[src/rtl/ts_mixer_if.sv]
// Sample-strobe, PSG/FM inputs and mixed-output bundle for ts_mixer.
interface ts_mixer_if;
    logic               CE;
    logic [7:0]         SSG0_AUDIO_A;
    logic [7:0]         SSG0_AUDIO_B;
    logic [7:0]         SSG0_AUDIO_C;
    logic [7:0]         SSG1_AUDIO_A;
    logic [7:0]         SSG1_AUDIO_B;
    logic [7:0]         SSG1_AUDIO_C;
    logic signed [15:0] SSG0_AUDIO_FM;
    logic signed [15:0] SSG1_AUDIO_FM;
    logic               SSG_FM_ENA;
    logic [1:0]         STEREO;
    logic signed [15:0] AUDIO_L;
    logic signed [15:0] AUDIO_R;
    logic               AUDIO_VALID;
    logic               OVERRUN;

    modport master (
        output CE, SSG0_AUDIO_A, SSG0_AUDIO_B, SSG0_AUDIO_C,
        output SSG1_AUDIO_A, SSG1_AUDIO_B, SSG1_AUDIO_C,
        output SSG0_AUDIO_FM, SSG1_AUDIO_FM, SSG_FM_ENA, STEREO,
        input  AUDIO_L, AUDIO_R, AUDIO_VALID, OVERRUN
    );

    modport slave (
        input  CE, SSG0_AUDIO_A, SSG0_AUDIO_B, SSG0_AUDIO_C,
        input  SSG1_AUDIO_A, SSG1_AUDIO_B, SSG1_AUDIO_C,
        input  SSG0_AUDIO_FM, SSG1_AUDIO_FM, SSG_FM_ENA, STEREO,
        output AUDIO_L, AUDIO_R, AUDIO_VALID, OVERRUN
    );
endinterface

[src/rtl/ts_mixer.sv]
// Dual PSG + FM serial stereo mixer, one term per clock, saturated output.
// Define TS_MIXER_FM_EN to include the two FM accumulation steps.
module ts_mixer (
    input logic       CLK,
    input logic       RESET,
    ts_mixer_if.slave bus
);

    typedef enum logic [1:0] {IDLE, ACC, OUT} state_t;

`ifdef TS_MIXER_FM_EN
    localparam logic [2:0] LAST = 3'd7;
`else
    localparam logic [2:0] LAST = 3'd5;
`endif

    state_t             state;
    state_t             state_nx;
    logic [2:0]         step;
    logic signed [17:0] acc_l;
    logic signed [17:0] acc_r;
    logic signed [17:0] term_l;
    logic signed [17:0] term_r;
    logic [7:0]         snap [6];
    logic [1:0]         snap_stereo;
    logic signed [15:0] audio_l;
    logic signed [15:0] audio_r;
    logic               audio_valid;
    logic               overrun;
    logic [7:0]         lvl;
    logic [1:0]         chan;
    logic [17:0]        full;
    logic [17:0]        half;
    logic               mono;
    logic               acb;

`ifdef TS_MIXER_FM_EN
    logic signed [15:0] snap_fm0;
    logic signed [15:0] snap_fm1;
    logic               snap_fm_ena;
    logic signed [17:0] fm_ext;
    logic               fm_step;
`else
    logic               unused_fm;
    assign unused_fm = ^{bus.SSG0_AUDIO_FM, bus.SSG1_AUDIO_FM,
                         bus.SSG_FM_ENA};
`endif

    assign bus.AUDIO_L     = audio_l;
    assign bus.AUDIO_R     = audio_r;
    assign bus.AUDIO_VALID = audio_valid;
    assign bus.OVERRUN     = overrun;

    function automatic logic signed [15:0] sat(input logic signed [17:0] v);
        if (v > 18'sd32767)
            return 16'sh7FFF;
        else if (v < -18'sd32768)
            return 16'sh8000;
        else
            return v[15:0];
    endfunction

    always_ff @(posedge CLK or posedge RESET) begin
        if (RESET)
            state <= IDLE;
        else
            state <= state_nx;
    end

    always_comb begin
        state_nx = state;
        case (state)
            IDLE:    if (bus.CE) state_nx = ACC;
            ACC:     if (step == LAST) state_nx = OUT;
            OUT:     state_nx = IDLE;
            default: state_nx = IDLE;
        endcase
    end

    // Step order A0,B0,C0,A1,B1,C1 maps to channel step mod 3.
    always_comb begin
        lvl  = 8'd0;
        chan = 2'd0;
        case (step)
            3'd0: begin lvl = snap[0]; chan = 2'd0; end
            3'd1: begin lvl = snap[1]; chan = 2'd1; end
            3'd2: begin lvl = snap[2]; chan = 2'd2; end
            3'd3: begin lvl = snap[3]; chan = 2'd0; end
            3'd4: begin lvl = snap[4]; chan = 2'd1; end
            3'd5: begin lvl = snap[5]; chan = 2'd2; end
            default: begin lvl = 8'd0; chan = 2'd0; end
        endcase
    end

    assign full = {6'd0, lvl, 4'd0};
    assign half = {7'd0, lvl, 3'd0};
    assign mono = (snap_stereo == 2'b00);
    assign acb  = (snap_stereo == 2'b10);

`ifdef TS_MIXER_FM_EN
    assign fm_step = (step[2:1] == 2'b11);
    assign fm_ext  = step[0] ? {{2{snap_fm1[15]}}, snap_fm1}
                             : {{2{snap_fm0[15]}}, snap_fm0};
`endif

    always_comb begin
        term_l = '0;
        term_r = '0;
`ifdef TS_MIXER_FM_EN
        if (fm_step) begin
            if (snap_fm_ena) begin
                term_l = fm_ext >>> 1;
                term_r = fm_ext >>> 1;
            end
        end else
`endif
        if (mono) begin
            term_l = $signed(half);
            term_r = $signed(half);
        end else begin
            case (chan)
                2'd0: term_l = $signed(full);
                2'd1: begin
                    if (acb) begin
                        term_r = $signed(full);
                    end else begin
                        term_l = $signed(half);
                        term_r = $signed(half);
                    end
                end
                default: begin
                    if (acb) begin
                        term_l = $signed(half);
                        term_r = $signed(half);
                    end else begin
                        term_r = $signed(full);
                    end
                end
            endcase
        end
    end

    always_ff @(posedge CLK or posedge RESET) begin
        if (RESET) begin
            step        <= '0;
            acc_l       <= '0;
            acc_r       <= '0;
            audio_l     <= '0;
            audio_r     <= '0;
            audio_valid <= 1'b0;
            overrun     <= 1'b0;
            snap_stereo <= '0;
            for (int i = 0; i < 6; i++)
                snap[i] <= '0;
`ifdef TS_MIXER_FM_EN
            snap_fm0    <= '0;
            snap_fm1    <= '0;
            snap_fm_ena <= 1'b0;
`endif
        end else begin
            audio_valid <= 1'b0;
            case (state)
                IDLE: begin
                    if (bus.CE) begin
                        snap[0]     <= bus.SSG0_AUDIO_A;
                        snap[1]     <= bus.SSG0_AUDIO_B;
                        snap[2]     <= bus.SSG0_AUDIO_C;
                        snap[3]     <= bus.SSG1_AUDIO_A;
                        snap[4]     <= bus.SSG1_AUDIO_B;
                        snap[5]     <= bus.SSG1_AUDIO_C;
                        snap_stereo <= bus.STEREO;
`ifdef TS_MIXER_FM_EN
                        snap_fm0    <= bus.SSG0_AUDIO_FM;
                        snap_fm1    <= bus.SSG1_AUDIO_FM;
                        snap_fm_ena <= bus.SSG_FM_ENA;
`endif
                        acc_l       <= '0;
                        acc_r       <= '0;
                        step        <= '0;
                    end
                end
                ACC: begin
                    acc_l <= acc_l + term_l;
                    acc_r <= acc_r + term_r;
                    step  <= (step == LAST) ? 3'd0 : step + 3'd1;
                    if (bus.CE)
                        overrun <= 1'b1;
                end
                OUT: begin
                    audio_l     <= sat(acc_l);
                    audio_r     <= sat(acc_r);
                    audio_valid <= 1'b1;
                    if (bus.CE)
                        overrun <= 1'b1;
                end
                default: ;
            endcase
        end
    end

endmodule

[src/flat_wrapper.sv]
// flat-port wrapper written by rule: the top's interface ports become plain ports
module ts_mixer_flat 
  (CLK, RESET, bus_CE, bus_SSG0_AUDIO_A, bus_SSG0_AUDIO_B, bus_SSG0_AUDIO_C, bus_SSG1_AUDIO_A, bus_SSG1_AUDIO_B, bus_SSG1_AUDIO_C, bus_SSG0_AUDIO_FM, bus_SSG1_AUDIO_FM, bus_SSG_FM_ENA, bus_STEREO, bus_AUDIO_L, bus_AUDIO_R, bus_AUDIO_VALID, bus_OVERRUN);
  ts_mixer_if bus_i ();
  input logic CLK;
  input logic RESET;
  input wire logic [$bits(bus_i.CE)-1:0] bus_CE;
  input wire logic [$bits(bus_i.SSG0_AUDIO_A)-1:0] bus_SSG0_AUDIO_A;
  input wire logic [$bits(bus_i.SSG0_AUDIO_B)-1:0] bus_SSG0_AUDIO_B;
  input wire logic [$bits(bus_i.SSG0_AUDIO_C)-1:0] bus_SSG0_AUDIO_C;
  input wire logic [$bits(bus_i.SSG1_AUDIO_A)-1:0] bus_SSG1_AUDIO_A;
  input wire logic [$bits(bus_i.SSG1_AUDIO_B)-1:0] bus_SSG1_AUDIO_B;
  input wire logic [$bits(bus_i.SSG1_AUDIO_C)-1:0] bus_SSG1_AUDIO_C;
  input wire logic [$bits(bus_i.SSG0_AUDIO_FM)-1:0] bus_SSG0_AUDIO_FM;
  input wire logic [$bits(bus_i.SSG1_AUDIO_FM)-1:0] bus_SSG1_AUDIO_FM;
  input wire logic [$bits(bus_i.SSG_FM_ENA)-1:0] bus_SSG_FM_ENA;
  input wire logic [$bits(bus_i.STEREO)-1:0] bus_STEREO;
  output wire logic [$bits(bus_i.AUDIO_L)-1:0] bus_AUDIO_L;
  output wire logic [$bits(bus_i.AUDIO_R)-1:0] bus_AUDIO_R;
  output wire logic [$bits(bus_i.AUDIO_VALID)-1:0] bus_AUDIO_VALID;
  output wire logic [$bits(bus_i.OVERRUN)-1:0] bus_OVERRUN;
  assign bus_i.CE = bus_CE;
  assign bus_i.SSG0_AUDIO_A = bus_SSG0_AUDIO_A;
  assign bus_i.SSG0_AUDIO_B = bus_SSG0_AUDIO_B;
  assign bus_i.SSG0_AUDIO_C = bus_SSG0_AUDIO_C;
  assign bus_i.SSG1_AUDIO_A = bus_SSG1_AUDIO_A;
  assign bus_i.SSG1_AUDIO_B = bus_SSG1_AUDIO_B;
  assign bus_i.SSG1_AUDIO_C = bus_SSG1_AUDIO_C;
  assign bus_i.SSG0_AUDIO_FM = bus_SSG0_AUDIO_FM;
  assign bus_i.SSG1_AUDIO_FM = bus_SSG1_AUDIO_FM;
  assign bus_i.SSG_FM_ENA = bus_SSG_FM_ENA;
  assign bus_i.STEREO = bus_STEREO;
  assign bus_AUDIO_L = bus_i.AUDIO_L;
  assign bus_AUDIO_R = bus_i.AUDIO_R;
  assign bus_AUDIO_VALID = bus_i.AUDIO_VALID;
  assign bus_OVERRUN = bus_i.OVERRUN;
  ts_mixer u_core (.CLK(CLK), .RESET(RESET), .bus(bus_i));
endmodule
[config.mk]
export PLATFORM = sky130hd
export DESIGN_NAME = ts_mixer_flat
export DESIGN_NICKNAME = d
export VERILOG_FILES = /design/src/rtl/ts_mixer_if.sv /design/src/rtl/ts_mixer.sv /design/src/flat_wrapper.sv
export SDC_FILE = /design/constraint.sdc
export NUM_CORES = 1
export LEC_CHECK = 0
export ABC_CLOCK_PERIOD_IN_PS = 5680
export BUFFER_PORTS_ARGS = -buffer_cell sky130_fd_sc_hd__buf_2
export CAP_MARGIN = 5
export CORE_MARGIN = 2
export CORE_UTILIZATION = 35
export CTS_CLUSTER_SIZE = 30
export DETAILED_ROUTE_END_ITERATION = 12
export PLACE_DENSITY_LB_ADDON = 0.15
export SETUP_SLACK_MARGIN = 0.02
export SYNTH_ARGS = -nofsm -noshare
export SYNTH_HDL_FRONTEND = slang
export SYNTH_SLANG_ARGS = --single-unit
[constraint.sdc]
create_clock -name CLK -period 5.68 [get_ports CLK]
set_input_delay 0.568 -clock CLK [delete_from_list [all_inputs] [get_ports CLK]]
set_output_delay 0.568 -clock CLK [all_outputs]
set_load 0.005 [all_outputs]
==> summary.json <==
{
  "outcome": {
    "run_status": "finished, final reports clean"
  },
  "logic_synthesis": {
    "syn_nets": 837,
    "synth_edf_count": 0,
    "synth.cell_area_um2": 6720,
    "ys_types": 60,
    "yosys_register_bits": 115,
    "count_of_yosys_warnings_during_synthesis": 0,
    "syn_avg_cell_area_um2": 9.25,
    "ys_dominant_reg_cell": "sky130_fd_sc_hd__dfrtp_1",
    "syn_inst": 726,
    "synth-async-reset-ratio_pct": 100,
    "synth_seq_area_share_pct": 42.9
  },
  "critical_path": {
    "crit-reg2reg-capture": "u_core.acc_r[14]",
    "critical_path_arrival_ns": 4.97,
    "slack_of_the_worst_reg_to_reg_path_ns": 0.96,
    "required_ns": 5.93,
    "critPathCaptureType": "flip-flop",
    "crit_path_category": "flip-flop to flip-flop",
    "critical_path.reg2reg.startpoint": "u_core.step[2]",
    "crit_fanout": 26,
    "start_kind": "flip-flop",
    "r2r_cells": 13
  },
  "layout": {
    "layout.cells.most_common": "sky130_fd_sc_hd__dfrtp_1",
    "antenna_cells_inserted": 0,
    "num-fill-cells": 1870,
    "layout-drive-gt1-share_pct": 23.7,
    "layout_area_overhead_pct": 17.0,
    "number_of_nets_in_the_layout": 892,
    "mostFrequentLayoutCells": "sky130_fd_sc_hd__dfrtp_1 (115), sky130_fd_sc_hd__nand2_1 (87), sky130_fd_sc_hd__buf_2 (86), sky130_fd_sc_hd__nor2_1 (85), sky130_fd_sc_hd__o21ai_0 (57)"
  },
  "cts": {
    "cts_max_level": 4,
    "cts.repair.resized": 0,
    "ctsRootBufferMaster": "sky130_fd_sc_hd__clkbuf_16",
    "cts_buffer_depth": 2,
    "post_cts_buffers": 0,
    "cts_inserted_buffers": 17,
    "number_of_sinks_handled_by_clock_tree_synthesis": 115,
    "cts_hold_repair.buffers": 0,
    "clock_tree_from_tritoncts": "done",
    "clkLatencyLatePin_ns": 0.42,
    "clkTransAtPathRegs_ns": 0.06
  },
  "routing": {
    "ant_nets": 0,
    "drcViolationCount": 0,
    "route.detailed.wl_per_inst_um": 15.2,
    "firstDrtPassIters": 6,
    "drt_iter0_markers": 325,
    "num_vias": 5267,
    "wire_length_after_detailed_routing_um": 15600,
    "routed_via_density": 5.12
  },
  "power": {
    "power_per_cell_area_nw_per_um2": 648,
    "vdd_ir_drop_max_v": 0.000279,
    "static-leakage-power_nw": 3.48
  },
  "timing": {
    "finalHoldViolCount": 0,
    "final.hold.worst_slack_ns": 0.263,
    "worst_slew_pin_slew_ns": 1.12,
    "setup_ws_ns": 0.956,
    "final-setup-viol-count": 0,
    "unrepaired_setup_endpoints_after_global_routing": "no",
    "setup-tns-final_ns": 0,
    "slew_viol_final": 0,
    "fin_worst_skew_ns": 0.0230,
    "fmaxAchievable_ghz": 0.212,
    "finalWorstPathRequiredPeriod_ns": 4.72,
    "max_slew_margin_pct": 25.3,
    "finalCritPeriodShare_pct": 83.2
  },
  "place": {
    "pre_cts_ws_ns": 1.04,
    "dp_wirelength_um": 11100,
    "globalplace.congestion": 0.811,
    "io_buffers": 86
  },
  "floorplan": {
    "die_height_um": 143,
    "area_of_the_die_um2": 20300,
    "core.rowCount": 50,
    "core_region_area_um2": 18800,
    "dieWidth_um": 143,
    "initial_core_util_pct": 35.8,
    "top_level_ports": 120
  },
  "flow_run": {
    "max_cap_violations": 0
  },
  "hold_path": {
    "hold_path.class": "input port to asynchronous set/reset pin"
  },
  "grt": {
    "gr-total-overflow": 0,
    "grt_use_total_pct": 16.4,
    "grt_start_max_net_pins": 59,
    "grt_pass1_wl_um": 26200,
    "grt_antenna_before_repair": 0,
    "via_count_of_the_first_global_routing_pass": 5085
  }
}
==> how the worst max path moves through the flow <==
stage                              start                to  slack (ns)  depth (start not counted)
after floorplan           u_core.step[0]  u_core.acc_r[14]        2.06                         16
after global placement    u_core.step[2]  u_core.acc_r[14]        1.07                         13
after detailed placement  u_core.step[2]  u_core.acc_r[14]        1.04                         13
after CTS                 u_core.step[2]  u_core.acc_r[14]        0.99                         13
after global routing      u_core.step[2]  u_core.acc_r[14]        0.69                         14
final                     u_core.step[2]  u_core.acc_r[14]        0.96                         13
==> per-layer routing <==
metal  wire length [um]  vias to the layer above  global-route usage (%)
met4                279                        0                    5.84
met1               7460                     2460                    22.4
li1                   -                     2650                       -
met2               7070                      140                    25.4
met3                803                       17                    3.70
met5                  0                        -                       0
==> cells by family (layout without fill, tap and decap cells) <==
logic type               count (synthesis)  in the layout  synth area share [%]
adder cells (fa/ha/maj)                 25             25                  4.88
flip-flops                             115            115                  42.9
XOR/XNOR                                20             20                  2.61
AND/OR/NAND/NOR                        224            224                  14.8
AO/OA/AOI/OAI                          189            189                  18.4
multiplexers                            66             66                  10.8
buffers and inverters                   87            155                  5.66
==> cell usage after synthesis, drive strengths merged, types with 3 or more instances <==
| library cell | count | share of area [%] |
|---|---|---|
| nor2 | 86 | 4.8 |
| o211ai | 28 | 3.1 |
| nand3b | 4 | 0.45 |
| a222oi | 3 | 0.45 |
| o22ai | 8 | 0.75 |
| xor2 | 12 | 1.6 |
| clkbuf | 33 | 1.9 |
| nand3 | 6 | 0.45 |
| o21a | 8 | 0.89 |
| nand2 | 88 | 4.9 |
| or3 | 6 | 0.56 |
| inv | 34 | 1.9 |
| a221oi | 4 | 0.71 |
| nand2b | 10 | 0.93 |
| a22oi | 3 | 0.34 |
| buf | 20 | 1.9 |
| or2 | 4 | 0.37 |
| a21oi | 34 | 2.5 |
| a211oi | 6 | 0.67 |
| and2 | 4 | 0.41 |
| a22o | 4 | 0.52 |
| dfrtp | 115 | 43 |
| mux2 | 54 | 9.1 |
| nor3 | 5 | 0.37 |
| a21o | 11 | 1.2 |
| ha | 23 | 4.3 |
| o21ai | 60 | 4.5 |
| nor2b | 4 | 0.37 |
| o31ai | 4 | 0.52 |
| mux2i | 12 | 1.8 |
| xnor2 | 8 | 1.0 |
==> registers in the layout (all words and copies together), names as in the netlist <==
signal	flops
u_core.acc_l	15
u_core.acc_r	15
u_core.bus.AUDIO_L	14
u_core.bus.AUDIO_R	14
u_core.bus.AUDIO_VALID	1
u_core.bus.OVERRUN	1
u_core.snap	48
u_core.snap_stereo	2
u_core.state	2
u_core.step	3
==> worst max-delay path, cell delays in order (launching register included) <==
cell and delay, ns:
sky130_fd_sc_hd__dfrtp_1 1.08, sky130_fd_sc_hd__inv_1 0.20, sky130_fd_sc_hd__ha_1 0.41, sky130_fd_sc_hd__a222oi_1 0.49, sky130_fd_sc_hd__o31ai_2 0.25, sky130_fd_sc_hd__and2_4 0.20
sky130_fd_sc_hd__o31a_1 0.28, sky130_fd_sc_hd__ha_1 0.29, sky130_fd_sc_hd__a211oi_1 0.29, sky130_fd_sc_hd__o21bai_1 0.18, sky130_fd_sc_hd__a211oi_1 0.55, sky130_fd_sc_hd__nor2b_1 0.12
sky130_fd_sc_hd__xnor2_1 0.15, sky130_fd_sc_hd__nor2_1 0.05
==> metrics by stage <==
stage / total power [mW] / cell area, um^2 / std cells / util, %
2_1_floorplan: 3.34 / 6720 / 726 / -
3_3_place_gp: 3.86 / 7220 / 996 / 38.5
3_5_place_dp: 3.96 / 7220 / 996 / 38.5
4_1_cts: 5.15 / 7860 / 1028 / 41.9
5_1_grt: 5.54 / 7860 / 1028 / 41.9
6_report: 5.09 / 7860 / 1028 / 41.9
==> power by group <==
group / internal, mW / switching [mW] / total, mW
clock network: 0.776 / 0.375 / 1.15
registers: 1.14 / 0.313 / 1.46
logic: 1.09 / 1.39 / 2.48
==> cell type report <==
cell class,instances,area (um^2),area share [%]
sequential,115,2880,36.6
inverter,34,130,1.66
clock inverter,10,153,1.94
tap,234,293,3.73
timing repair buffer,89,453,5.77
multi-input combinational,524,3470,44.1
clock buffer,22,484,6.16
Power figures use the tool's default switching activity.
